<file path="config.mk">
export PLATFORM = sky130hd
export DESIGN_NAME = ram_stream_ctrl
export DESIGN_NICKNAME = d
export VERILOG_FILES = /design/src/rtl/ram_stream_pkg.sv /design/src/rtl/ram_stream_ctrl.sv
export SDC_FILE = /design/constraint.sdc
export NUM_CORES = 1
export LEC_CHECK = 0
export CORE_MARGIN = 3
export CORE_UTILIZATION = 49
export CTS_BUF_LIST = sky130_fd_sc_hd__clkbuf_16
export CTS_CLUSTER_SIZE = 20
export DETAILED_ROUTE_END_ITERATION = 7
export PLACE_DENSITY = 0.8
export SETUP_SLACK_MARGIN = 0.15
export SYNTH_ARGS = -nofsm -noshare
export SYNTH_HDL_FRONTEND = slang
export SYNTH_SLANG_ARGS = --single-unit
export TNS_END_PERCENT = 1
</file>
<file path="constraint.sdc">
create_clock -name clk -period 3.2 [get_ports clk]
set_clock_uncertainty 0.1 [all_clocks]
set_input_delay 0.32 -clock clk [delete_from_list [all_inputs] [get_ports clk]]
set_output_delay 0.32 -clock clk [all_outputs]
set_load 0.005 [all_outputs]
</file>
<file path="src/rtl/ram_stream_pkg.sv">
// ram_stream_pkg: shared state encoding and default sizing for ram_stream_ctrl.
//   state_t      : controller states (idle, stream-in to RAM, stream-out from RAM)
//   DEF_ADDR_W   : default RAM address width
//   DEF_DATA_W   : default RAM data width
//   DEF_DEPTH    : default words per transaction (always 2**DEF_ADDR_W)
package ram_stream_pkg;

    typedef enum logic [1:0] {
        ST_IDLE = 2'd0,
        ST_LOAD = 2'd1,
        ST_DUMP = 2'd2
    } state_t;

    localparam int DEF_ADDR_W = 4;
    localparam int DEF_DATA_W = 8;
    localparam int DEF_DEPTH  = 16;

endpackage

</file>
<file path="src/rtl/ram_stream_ctrl.sv">
// ram_stream_ctrl: bulk LOAD (stream -> RAM) and DUMP (RAM -> stream) controller for a
// single-port RAM with synchronous write and combinational read.
//
// Ports:
//   clk, rst_n           clock (rising edge), asynchronous active-low reset
//   cmd_load, cmd_dump   start a transaction; sampled only while idle, load has priority
//   abort                synchronous return to idle from any state, no done pulse
//   s_valid/s_data/s_ready   inbound byte stream, written straight into the RAM
//   m_valid/m_data/m_ready   outbound byte stream, registered, read from the RAM
//   ram_we/ram_addr/ram_din  RAM write/address/data-in
//   ram_dout             RAM combinational read data
//   busy                 high while loading or dumping
//   done                 one-cycle pulse after a transaction completes normally
//   csum                 (only with RAM_STREAM_CHECKSUM_EN) mod-2**DATA_W sum of the last load
module ram_stream_ctrl
    import ram_stream_pkg::*;
#(
    parameter int ADDR_W = DEF_ADDR_W,
    parameter int DATA_W = DEF_DATA_W,
    parameter int DEPTH  = DEF_DEPTH
) (
    input  logic              clk,
    input  logic              rst_n,
    input  logic              cmd_load,
    input  logic              cmd_dump,
    input  logic              abort,
    input  logic              s_valid,
    input  logic [DATA_W-1:0] s_data,
    output logic              s_ready,
    output logic              m_valid,
    output logic [DATA_W-1:0] m_data,
    input  logic              m_ready,
    output logic              ram_we,
    output logic [ADDR_W-1:0] ram_addr,
    output logic [DATA_W-1:0] ram_din,
    input  logic [DATA_W-1:0] ram_dout,
    output logic              busy,
    output logic              done
`ifdef RAM_STREAM_CHECKSUM_EN
    ,
    output logic [DATA_W-1:0] csum
`endif
);

    localparam logic [ADDR_W-1:0] LAST    = ADDR_W'(DEPTH - 1);
    localparam logic [ADDR_W:0]   ISS_MAX = (ADDR_W + 1)'(DEPTH);

    state_t            state_q, state_d;
    logic [ADDR_W-1:0] wr_ptr_q, wr_ptr_d;
    logic [ADDR_W-1:0] rd_ptr_q, rd_ptr_d;
    logic [ADDR_W:0]   iss_q, iss_d;
    logic              m_valid_q, m_valid_d;
    logic [DATA_W-1:0] m_data_q, m_data_d;
    logic              done_q, done_d;
`ifdef RAM_STREAM_CHECKSUM_EN
    logic [DATA_W-1:0] csum_q, csum_d;
`endif

    logic wr_hs;
    logic fetch;
    logic accept;

    // Abort suppresses the handshake so a byte offered on the abort cycle is
    // neither written nor consumed.
    assign s_ready  = (state_q == ST_LOAD) && !abort;
    assign wr_hs    = s_ready && s_valid;
    assign ram_we   = wr_hs;
    assign ram_addr = (state_q == ST_DUMP) ? rd_ptr_q : wr_ptr_q;
    assign ram_din  = s_data;

    // The output register is one beat deep: refill it when empty or being drained.
    assign fetch  = (state_q == ST_DUMP) && (iss_q < ISS_MAX) && (!m_valid_q || m_ready);
    assign accept = m_valid_q && m_ready;

    assign m_valid = m_valid_q;
    assign m_data  = m_data_q;
    assign busy    = (state_q != ST_IDLE);
    assign done    = done_q;
`ifdef RAM_STREAM_CHECKSUM_EN
    assign csum    = csum_q;
`endif

    always_comb begin
        state_d   = state_q;
        wr_ptr_d  = wr_ptr_q;
        rd_ptr_d  = rd_ptr_q;
        iss_d     = iss_q;
        m_valid_d = m_valid_q;
        m_data_d  = m_data_q;
        done_d    = 1'b0;
`ifdef RAM_STREAM_CHECKSUM_EN
        csum_d    = csum_q;
`endif
        if (abort) begin
            state_d   = ST_IDLE;
            wr_ptr_d  = '0;
            rd_ptr_d  = '0;
            iss_d     = '0;
            m_valid_d = 1'b0;
        end else begin
            case (state_q)
                ST_IDLE: begin
                    if (cmd_load) begin
                        state_d  = ST_LOAD;
                        wr_ptr_d = '0;
`ifdef RAM_STREAM_CHECKSUM_EN
                        csum_d   = '0;
`endif
                    end else if (cmd_dump) begin
                        state_d  = ST_DUMP;
                        rd_ptr_d = '0;
                        iss_d    = '0;
                    end
                end
                ST_LOAD: begin
                    if (wr_hs) begin
                        wr_ptr_d = wr_ptr_q + 1'b1;
`ifdef RAM_STREAM_CHECKSUM_EN
                        csum_d   = csum_q + s_data;
`endif
                        if (wr_ptr_q == LAST) begin
                            done_d  = 1'b1;
                            state_d = ST_IDLE;
                        end
                    end
                end
                ST_DUMP: begin
                    if (fetch) begin
                        m_data_d  = ram_dout;
                        m_valid_d = 1'b1;
                        rd_ptr_d  = rd_ptr_q + 1'b1;
                        iss_d     = iss_q + 1'b1;
                    end else if (accept) begin
                        m_valid_d = 1'b0;
                        // With every word issued, the beat just accepted is the last one.
                        if (iss_q == ISS_MAX) begin
                            done_d  = 1'b1;
                            state_d = ST_IDLE;
                        end
                    end
                end
                default: state_d = ST_IDLE;
            endcase
        end
    end

    always_ff @(posedge clk or negedge rst_n) begin
        if (!rst_n) begin
            state_q   <= ST_IDLE;
            wr_ptr_q  <= '0;
            rd_ptr_q  <= '0;
            iss_q     <= '0;
            m_valid_q <= 1'b0;
            m_data_q  <= '0;
            done_q    <= 1'b0;
`ifdef RAM_STREAM_CHECKSUM_EN
            csum_q    <= '0;
`endif
        end else begin
            state_q   <= state_d;
            wr_ptr_q  <= wr_ptr_d;
            rd_ptr_q  <= rd_ptr_d;
            iss_q     <= iss_d;
            m_valid_q <= m_valid_d;
            m_data_q  <= m_data_d;
            done_q    <= done_d;
`ifdef RAM_STREAM_CHECKSUM_EN
            csum_q    <= csum_d;
`endif
        end
    end

endmodule

</file>
======== Word-level counts from Yosys, hierarchy flattened ========
Index checks and enable logic that the tools add are counted.
operators by class
  add/sub/neg operators ................... 3
  magnitude comparators ................... 1
  equality and inequality tests ........... 14
  muxes and demuxes ....................... 35
  bitwise gates (word level) .............. 1
  reductions and logical operators ........ 19
operators with widths
  operator                                                count
  2-to-1 mux 4 bit                                        8
  inequality test 3 bit (second input constant)           7
  2-to-1 mux 5 bit                                        4
  2-to-1 mux 2 bit                                        8
  one-hot mux 4 bit (2 select lines)                      2
  2-to-1 mux 1 bit                                        10
  one-hot mux 5 bit (2 select lines)                      1
  nonzero test 3 bit                                      3
  adder 4 x 1 -> 4 bit (second input constant)            2
  inequality test 3 x 2 -> 1 bit (second input constant)  2
  one-hot mux 2 bit (3 select lines)                      1
  AND reduction 3 bit                                     2
  AND reduction 6 bit                                     1
  adder 5 x 1 -> 5 bit (second input constant)            1
  equality test 5 bit (second input constant)             1
  logical AND 1 bit                                       5
  < comparator 5 bit (second input constant)              1
  equality test 4 bit (second input constant)             1
  inequality test 4 bit (second input constant)           1
  AND reduction 4 bit                                     1
  nonzero test 2 bit                                      2
  equality test 2 x 1 -> 1 bit (second input constant)    1
  equality test 2 bit (second input constant)             1
  zero test 1 bit                                         2
  other kinds (5)                                         5
storage, ports and cells
  bits in registers ....................... 25
  input port bits ......................... 23
  output and inout port bits .............. 25
  logic and storage cells ................. 80

======== Depth between registers and ports, before layout ========
Gate-level depths: netlist (run 1).
  word-level depth ........................ 6
  gate-level depth with buffers ........... 8

======== Worst setup path after synthesis (run 1) ========
No wires, ideal clock.
  path type ............................... register to register
  start ................................... reg state_q[0]
  end ..................................... reg rd_ptr_q[2]
  data arrival time ....................... 1655 ps
  data required time ...................... 2980 ps
  setup slack ............................. 1326 ps
  stages on the path, launching flop included .. 9
  buffers on the path ..................... 2
  period minus slack after synthesis ...... 1874 ps
  path through ............................ dfrtp_1 inv_1 ha_1 buf_6 or3_1 o31ai_1 buf_6 nor2_2 a31o_1
between the ends
  word-level cells in the longest chain between the ends .. 5
  elaborated cells between the ends (all ways) .. 11
  classes of those cells .................. eq/ne (4); mux (2); reduce/logical (5)
ends and longest elaborated chain
  item                                    line                                           source
  start, declared                         ram_stream_ctrl.sv:48                          state_t state_q, state_d;
  start signal, assigned                  ram_stream_ctrl.sv:160                         state_q <= state_d;
  equality test 2 bit                     ram_stream_ctrl.sv:72, ram_stream_ctrl.sv:101
  logical AND 1 bit (2 in series)         ram_stream_ctrl.sv:72                          assign fetch = (state_q == ST_DUMP) && (iss_q < ISS_MAX) && (!m_valid_q || m_ready);
  inequality test 3 bit (no source line)  n/a
  AND reduction 4 bit (no source line)    n/a
  end signal, assigned                    ram_stream_ctrl.sv:162                         rd_ptr_q <= rd_ptr_d;
  end, declared                           ram_stream_ctrl.sv:50                          logic [ADDR_W-1:0] rd_ptr_q, rd_ptr_d;
Parallel ways exist; a longest one is shown, timed or not.
A chain may end at the register's enable or synchronous reset.

======== Final worst setup path (run 1) ========
  start ................................... in abort
  end ..................................... out ram_we
between the ends
  word-level cells in the longest chain between the ends .. 3
ends and longest elaborated chain
  item               line                   source
  start, declared    ram_stream_ctrl.sv:26  input logic abort,
  zero test 1 bit    ram_stream_ctrl.sv:65  assign s_ready = (state_q == ST_LOAD) && !abort;
  logical AND 1 bit  ram_stream_ctrl.sv:65
  logical AND 1 bit  ram_stream_ctrl.sv:66  assign wr_hs = s_ready && s_valid;
  end, declared      ram_stream_ctrl.sv:33  output logic ram_we,
No other way between the ends.

==> results.yml, run 1 <==
global_routing:
  gr-usage-all-layers_pct: 18.97
  grt_pass1_wl_um: 5175
  grt_pass1_vias: 1114
  grt_antenna_before_repair: 0
  grt_remaining_overflow: 0
  grt_max_degree: 26
clock_network:
  cts_buffer_depth: 2
  cts_hold_buf: 0
  cts_sinks: 25
  postCtsSetupRepairBufs: 0
  htree_levels: 1
  clk_pin_slew_ns: 0.06
  cts_root_buf: "clkbuf_16"
  cts_tree: "yes"
  cts_resized: 0
  numCtsBuffers: 3
  clk_latency_ns: 0.26
detailed_routing:
  drtPass1Iterations: 4
  vias: 1128
  drcViolationCount: 0
  first_iter_violations: 40
  routed_wirelength_um: 3246
  post_drt_wl_per_cell_um: 16.82
  post_drt_via_cell_ratio: 5.845
  drtAntennaViolNets: 0
placed_design:
  place_congestion: 0.8504
  dp_hpwl_um: 2480
  port_buffers: 31
  place_area_sq_um: 1747
  place_ws_ns: 0.6651
setup_path:
  critPathRequiredTime_ns: 2.78
  critPathTopFamily: "buffers and inverters"
  worstPathArrival_ns: 2.09
  path_depth: 5
  crit_type: "in -> out"
  start_kind: "input port"
  endpoint_kind: "output port"
  critPathSlowestCell: "clkdlybuf4s50_1"
  path_cells: "clkdlybuf4s50_1, nand2b_1, inv_1, and2_1, clkdlybuf4s50_1"
  path_buf_inv: 3
  crit_fanout: 14
  crit_path_frequent_cell: "clkdlybuf4s50_1"
  ff2ff_path_depth: 6
  slowest_delay_ns: 0.68
timing:
  period_share_pct: 78.39
  rsz0062_at_grt: "false"
  worst_pin_slew_ns: 0.5298
  fmax_ghz: 0.3987
  report.final.slew_viol_count: 0
  hold_viol: 0
  fin_ws_ns: 0.6915
  tns_ns: 0
  fin_crit_ns: 2.508
  slew_headroom_pct: 64.57
  setup_viol: 0
  finalHoldWorstSlack_ns: 0.3224
synth:
  syn_inst: 138
  yosysWarnings: 0
  avgSynthCellArea_sq_um: 10.85
  ys_seq_elements: 25
  yosysUniqueCellTypes: 40
  synth_area_sq_um: 1498
  synth_flop_cell: "dfrtp_1"
  syn_nets: 168
  synth-edff-count: 0
  synth-async-reset-ratio_pct: 100.0
  synth-seq-area-share_pct: 41.77
job:
  maxCapViolations: 0
floorplan:
  die-area_sq_um: 3756
  num_io_pins: 48
  start_util_pct: 52.94
  die_height_um: 61.29
  core_area_sq_um: 2829
  core.rowCount: 19
  fp.dieW_um: 61.29
layout:
  antenna_cells: 0
  area_delta_synth_final_pct: 21.89
  finish.instance_area_sq_um: 1826
  fin_util_pct: 64.53
  drive_gt1_share_pct: 17.28
  layout.nets: 193
hold_path:
  hold_path_class: "in -> async"
status:
  status: "completed"
pwr:
  p_leak_nw: 0.7938
  p_per_area_nw_per_um2: 646.4
  ir_drop_uv: 406.7
[cell usage after synthesis (all sizes together), types with 2 or more instances]
master  count  area [sq um]
o21a        2         22.52
nor2b       3         26.27
dfrtp      25         625.6
or3         4         25.02
nor3b       2         15.01
o31ai       6         45.04
nor2        8         32.54
inv         7         26.28
ha          7         87.58
o21ai       9         45.04
nand2b      5         38.78
buf        12         101.3
a21oi       2         13.76
or4         2         15.01
nand2       6         22.52
nand3       4         20.02
mux2       15         168.9
nor3        2         10.01
a21boi      2         15.01
[final timing paths]
kind	startpoint	end	slack, ns
hold / removal	rst_n	m_data[3]	0.32
hold reg to reg	m_data[4]	m_data[4]	0.40
min in group clk	m_data[4]	m_data[4]	0.40
max in group asynchronous	rst_n	rd_ptr_q[3]	2.42
setup / recovery	abort	ram_we	0.69
setup reg to reg	state_q[0]	state_q[1]	0.91
[state kept, by name, indices dropped and copies added (netlist names)]
register and cells:
m_valid 1, done 1, rd_ptr_q 4, wr_ptr_q 4, state_q 2, iss_q 5, m_data 8
[report_power, final]
| group | switching (mW) | leakage [nW] | internal [mW] | total [mW] |
|---|---|---|---|---|
| logic | 0.197 | 0.421 | 0.266 | 0.463 |
| registers | 0.0523 | 0.331 | 0.390 | 0.442 |
| clock network | 0.108 | 0.0423 | 0.167 | 0.275 |
| total | 0.357 | 0.794 | 0.823 | 1.18 |
[routing by layer]
metal / global-route usage [%] / routed length, um / vias up / share of wire [%]
met5: 0 / 0 / - / 0
met1: 23.97 / 1446 / 564 / 45
met2: 32.78 / 1621 / 24 / 50
met4: 4.644 / 27 / 0 / 0.83
li1: - / - / 536 / -
met3: 4.403 / 151 / 4 / 4.7
[placed cells by master (no fill, tap or decap), types with 2 or more instances in the layout]
cell type        count
a21boi_1             2
buf_4                2
clkbuf_16            3
clkdlybuf4s50_1     31
dfrtp_1             25
ha_1                 7
inv_1                8
mux2_2              15
nand2_1              6
nand2b_1             4
nand3_1              4
nor2_1               7
nor2b_1              2
nor3_1               2
nor3b_1              2
o21ai_0              9
o31ai_1              6
or3_1                4
or4_1                2
[stage by stage]
| stage | total power [mW] | std cells |
|---|---|---|
| after detailed placement | 0.9106 | 189 |
| final | 1.180 | 193 |
| after global placement | 0.8892 | 189 |
| after CTS | 1.186 | 193 |
| after global routing | 1.245 | 193 |
| after floorplan | 0.7086 | 138 |
[final cells by class]
type                       count  area (sq um)
timing repair buffer          33         325.3
clock buffer                   3         75.07
multi-input combinational     93         730.7
sequential                    25         625.6
tap                           31         38.79
fill                         231          1003
inverter                       7         26.28
clock inverter                 1         3.754
[cell families after synthesis]
group,count (synthesis),synth area share (%)
buffers and inverters,20,9.440
AO/OA/AOI/OAI,28,13.95
flip-flops,25,41.77
AND/OR/NAND/NOR,42,17.04
adder cells (fa/ha/maj),7,5.848
multiplexers,16,11.95
Power figures use the tool's default switching activity.
==> run 2: changes to the inputs <==
--- a/config.mk
+++ b/config.mk
@@ -6,11 +6,11 @@
 export NUM_CORES = 1
 export LEC_CHECK = 0
 export CORE_MARGIN = 3
-export CORE_UTILIZATION = 49
+export CORE_UTILIZATION = 41
 export CTS_BUF_LIST = sky130_fd_sc_hd__clkbuf_16
 export CTS_CLUSTER_SIZE = 20
 export DETAILED_ROUTE_END_ITERATION = 7
-export PLACE_DENSITY = 0.8
+export PLACE_DENSITY = 0.71
 export SETUP_SLACK_MARGIN = 0.15
 export SYNTH_ARGS = -nofsm -noshare
 export SYNTH_HDL_FRONTEND = slang
==> constraint.sdc (replaced) <==
create_clock -name clk -period 2.2 [get_ports clk]
set_clock_uncertainty 0.1 [all_clocks]
set_input_delay 0.22 -clock clk [delete_from_list [all_inputs] [get_ports clk]]
set_output_delay 0.22 -clock clk [all_outputs]
set_load 0.005 [all_outputs]
==> run 2 against run 1 <==
  * First-iteration DRC count rose by 80%
  * Via count rose by 5.9%
  * Utilization fell by 6.5 points
  * Design area rose by 8.6%
  * Sequential cell count did not move
  * Worst setup slack got worse by 0.53 ns
  * Combinational power rose by 73%
  * Clock-buffer cell count did not move
==> results.yml, run 2 (synthesis gave the netlist of run 1 again) <==
layout:
  fin_cells: 218
  final_cell_mix: "30 x clkdlybuf4s50_1, 25 x dfrtp_1, 15 x mux2_2"
  area_delta_synth_final_pct: 32.41
  fin_util_pct: 58.06
  drive_gt1_share_pct: 27.91
  final_common_cell: "clkdlybuf4s50_1"
  layout.nets: 203
  antenna_cells: 0
  largest_reg_flops: 8
  finish.instance_area_sq_um: 1983
pwr:
  p_per_area_nw_per_um2: 934.8
  p_int_mw: 1.282
  p_sw_mw: 0.5718
  seq_power_share_pct: 34.1
  p_leak_nw: 0.8501
  p_clk_share_pct: 22.6
  ir_drop_uv: 541.5
  comb_power_share_pct: 43.3
  power.total_mw: 1.854
  swShare_pct: 30.84
setup_path:
  start_kind: "flip-flop"
  worstPathArrival_ns: 1.72
  crit_type: "reg -> out"
  critPathRequiredTime_ns: 1.88
  path_cells: "inv_1, ha_4, mux2_2, clkdlybuf4s50_1"
  critPathSlowestCell: "clkdlybuf4s50_1"
  crit_fanout: 5
  endpoint_kind: "output port"
  slowest_delay_ns: 0.44
timing:
  finalHoldWorstSlack_ns: 0.2071
  rsz0062_at_grt: "true"
  period_share_pct: 92.56
  setup_viol: 0
  worst_pin_slew_ns: 0.3850
  hold_viol: 0
  fin_crit_ns: 2.036
  report.final.slew_viol_count: 0
  slew_headroom_pct: 74.18
  fmax_ghz: 0.4911
  fin_ws_ns: 0.1636
  tns_ns: 0
clock_network:
  cts_sinks: 25
  clk_pin_slew_ns: 0.07
  clk_latency_ns: 0.26
  cts_hold_buf: 0
  numCtsBuffers: 3
  cts_buffer_depth: 2
  cts_tree: "yes"
  htree_levels: 1
  cts_root_buf: "clkbuf_16"
global_routing:
  grt_pass1_wl_um: 5644
  gr-usage-all-layers_pct: 16.78
  grt_antenna_before_repair: 0
  grt_max_degree: 26
  grt_pass1_vias: 1200
  grt_remaining_overflow: 0
placed_design:
  place_ws_ns: -0.3119
  place_area_sq_um: 1826
  port_buffers: 31
  dp.cells: 212
  place_congestion: 0.8701
  dp_hpwl_um: 2419
detailed_routing:
  post_drt_wl_per_cell_um: 15.01
  drtPass1Iterations: 4
  first_iter_violations: 72
  drtAntennaViolNets: 0
  post_drt_via_cell_ratio: 5.482
  routed_wirelength_um: 3273
  vias: 1195
  drcViolationCount: 0
job:
  maxCapViolations: 0
floorplan:
  die-area_sq_um: 4414
  core_area_sq_um: 3416
  start_util_pct: 43.85
  num_io_pins: 48
  fp.dieW_um: 66.44
  die_height_um: 66.44
  core.rowCount: 21
status:
  status: "completed"
hold_path:
  hold_path_class: "in -> async"
[run 2: layout make-up]
class / instances / area (sq um)
clock buffer: 3 / 75.07
clock inverter: 1 / 7.507
fill: 302 / 1433
inverter: 7 / 26.28
multi-input combinational: 94 / 792.0
sequential: 25 / 625.6
tap: 46 / 57.56
timing repair buffer: 42 / 399.1
[run 2: final timing paths]
| check | from | to | slack, ns | cells past startpoint |
|---|---|---|---|---|
| max | state_q[0] | ram_addr[2] | 0.16 | 4 |
| min | rst_n | iss_q[0] | 0.21 | 2 |
| max reg2reg | state_q[1] | iss_q[3] | 0.18 | 7 |
| min reg2reg | m_data[0] | m_data[0] | 0.41 | 1 |
| max in group asynchronous | rst_n | state_q[1] | 1.55 | 2 |
| min in group clk | s_data[2] | ram_din[2] | 0.34 | 0 |
[run 2: timing repair]
item,in CTS,in global routing
pin swaps,1,0
hold endpoints to repair,0,0
gates resized for setup,5,9
setup buffers,1,0
setup endpoints to repair,21,16
cloned,0,1
[run 2: power groups by stage]
stage | clock network [mW] | registers [mW] | logic, mW
final | 0.418 | 0.633 | 0.803
after floorplan | 0 | 0.640 | 0.391
after detailed placement | 0 | 0.641 | 0.728
after global routing | 0.448 | 0.648 | 0.889
after CTS | 0.426 | 0.633 | 0.777
after global placement | 0 | 0.635 | 0.710
[run 2: layer usage]
layer	wire length [um]	track usage, %	vias up
met2	1475	24.54	50
li1	-	-	560
met3	340	7.653	7
met1	1380	21.17	578
met5	0	0	-
met4	76	7.107	0
[run 2: worst max-delay path: cells and delay by family (launching register included)]
kind / cells / cell delay, ns
buffers and inverters: 2 / 0.55
DFF: 1 / 0.37
muxes: 1 / 0.34
adders and majority gates: 1 / 0.18
==> run 3: changes to the inputs <==
--- a/config.mk
+++ b/config.mk
@@ -11,7 +11,7 @@
 export CTS_CLUSTER_SIZE = 20
 export DETAILED_ROUTE_END_ITERATION = 7
 export PLACE_DENSITY = 0.71
-export SETUP_SLACK_MARGIN = 0.15
+export SETUP_SLACK_MARGIN = 0.2
 export SYNTH_ARGS = -nofsm -noshare
 export SYNTH_HDL_FRONTEND = slang
 export SYNTH_SLANG_ARGS = --single-unit
==> run 3 against run 2 <==
  * Utilization up 0.44 points
  * Sequential share of layout area down 0.24 points
  * Hold slack worse by 0.0012 ns
  * Wire length up 3.5%
  * Worst setup slack better by 0.022 ns
  * Critical path type unchanged
==> results.yml, run 3 (synthesis gave the netlist of run 1 again) <==
layout:
  finish.instance_area_sq_um: 1998
  antenna_cells: 0
  layout.nets: 205
  largest_reg_flops: 8
  fillers: 303
  multi_input_area_sq_um: 794.5
  seq_area_sq_um: 625.6
  final_cell_mix: "28 x clkdlybuf4s50_1, 25 x dfrtp_1, 15 x mux2_2"
  drive_gt1_share_pct: 28.74
  final_common_cell: "clkdlybuf4s50_1"
  area_delta_synth_final_pct: 33.42
detailed_routing:
  first_iter_violations: 60
  vias: 1197
  drtAntennaViolNets: 0
  post_drt_via_cell_ratio: 5.441
  drtPass1Iterations: 4
  post_drt_wl_per_cell_um: 15.40
  routed_wirelength_um: 3389
  drcViolationCount: 0
setup_path:
  critPathSlowestCell: "clkdlybuf4s50_1"
  slowest_delay_ns: 0.44
  rr_startpoint: "state_q[1]"
  worstPathArrival_ns: 1.69
  crit_type: "reg -> out"
  crit_fanout: 5
  startpoint: "state_q[1]"
  path_cells: "buf_4, ha_4, mux2_2, clkdlybuf4s50_1"
  endpoint_kind: "output port"
  rrSetupSlack_ns: 0.20
  critPathRequiredTime_ns: 1.88
  ff2ff_path_depth: 7
  worst_r2r_endpoint: "iss_q[3]"
  start_kind: "flip-flop"
pwr:
  p_leak_nw: 0.8789
  ir_drop_uv: 543.7
  p_per_area_nw_per_um2: 934.0
  power.total_mw: 1.866
timing:
  rsz0062_at_grt: "true"
  fmax_ghz: 0.4963
  hold_viol: 0
  fin_crit_ns: 2.015
  report.final.slew_viol_count: 0
  period_share_pct: 91.58
  setup_viol: 0
  slew_headroom_pct: 74.62
  worst_pin_slew_ns: 0.3784
clock_network:
  cts_hold_buf: 0
  htree_levels: 1
  cts_buffer_depth: 2
  cts_tree: "yes"
  cts_root_buf: "clkbuf_16"
  cts_sinks: 25
  clk_pin_slew_ns: 0.07
  numCtsBuffers: 3
  clk_latency_ns: 0.27
floorplan:
  core.rowCount: 21
  core_area_sq_um: 3416
  num_io_pins: 48
  start_util_pct: 43.85
  die_height_um: 66.44
  fp.dieW_um: 66.44
  die-area_sq_um: 4414
global_routing:
  grt_pass1_vias: 1211
  grt_remaining_overflow: 0
  grt_pass1_wl_um: 5685
  gr-usage-all-layers_pct: 16.89
  grt_antenna_before_repair: 0
  grt_max_degree: 26
status:
  status: "completed"
placed_design:
  port_buffers: 31
  place_area_sq_um: 1826
  dp_hpwl_um: 2419
  place_congestion: 0.8701
job:
  maxCapViolations: 0
hold_path:
  hold_path_class: "in -> async"
==> run 3: cell types whose count changed in the layout (fill, tap and decap cells not counted), sizes merged <==
cell | previous run | this run
clkdlybuf4s50 | 30 | 28
dlygate4sd2 | 0 | 2
buf | 11 | 13
==> run 3: worst max-delay path by stage <==
stage | cells past startpoint | end | slack [ns]
2_1_floorplan | 8 | rd_ptr_q[2] | 0.33
3_3_place_gp | 6 | rd_ptr_q[3] | -0.20
3_5_place_dp | 6 | rd_ptr_q[3] | -0.31
4_1_cts | 4 | ram_addr[2] | 0.16
5_1_grt | 4 | ram_addr[3] | 0.14
6_report | 4 | ram_addr[3] | 0.19
==> run 3: stage by stage <==
stage	worst slack (ns)	hold WS, ns	instances	TNS [ns]	util [%]
3_3_place_gp	-0.1952	0.3400	212	-1.185	53.44
4_1_cts	0.1563	0.2174	217	0	57.25
5_1_grt	0.1382	0.2480	220	0	58.50
2_1_floorplan	0.3257	-0.1756	138	0	-
6_report	0.1852	0.2060	220	0	58.50
3_5_place_dp	-0.3119	0.3400	212	-2.091	53.44
==> run 3: layout make-up <==
class	instances	area share (%)
timing repair buffer	44	20.60
clock buffer	3	3.757
multi-input combinational	94	39.76
sequential	25	31.31
tap	46	2.880
clock inverter	1	0.3757
inverter	7	1.315
==> run 3: repair_timing <==
item                                    4_1_cts  5_1_grt
pin swaps                                     2        2
setup buffers                                 1        2
endpoints found under the setup margin       24       15
resized for setup                            11        5
cloned                                        0        1
==> run 3: routing by layer <==
metal	track usage, %	vias up	part of all wire [%]
li1	-	562	-
met1	21.38	579	43
met2	24.78	49	45
met3	7.653	7	9.5
met4	6.853	0	2.2
met5	0	-	0
==> run 3: critical path, delay by kind of cell, from the launching register on <==
kind / cells / cell delay (ns)
adders and majority gates: 1 / 0.16
DFF: 1 / 0.37
muxes: 1 / 0.33
buffers and inverters: 2 / 0.57
==> run 3: report_power, final <==
part           internal [mW]  leakage, nW  switching [mW]
clock network          0.247       0.0371           0.175
registers              0.566        0.331          0.0673
logic                  0.471        0.511           0.339
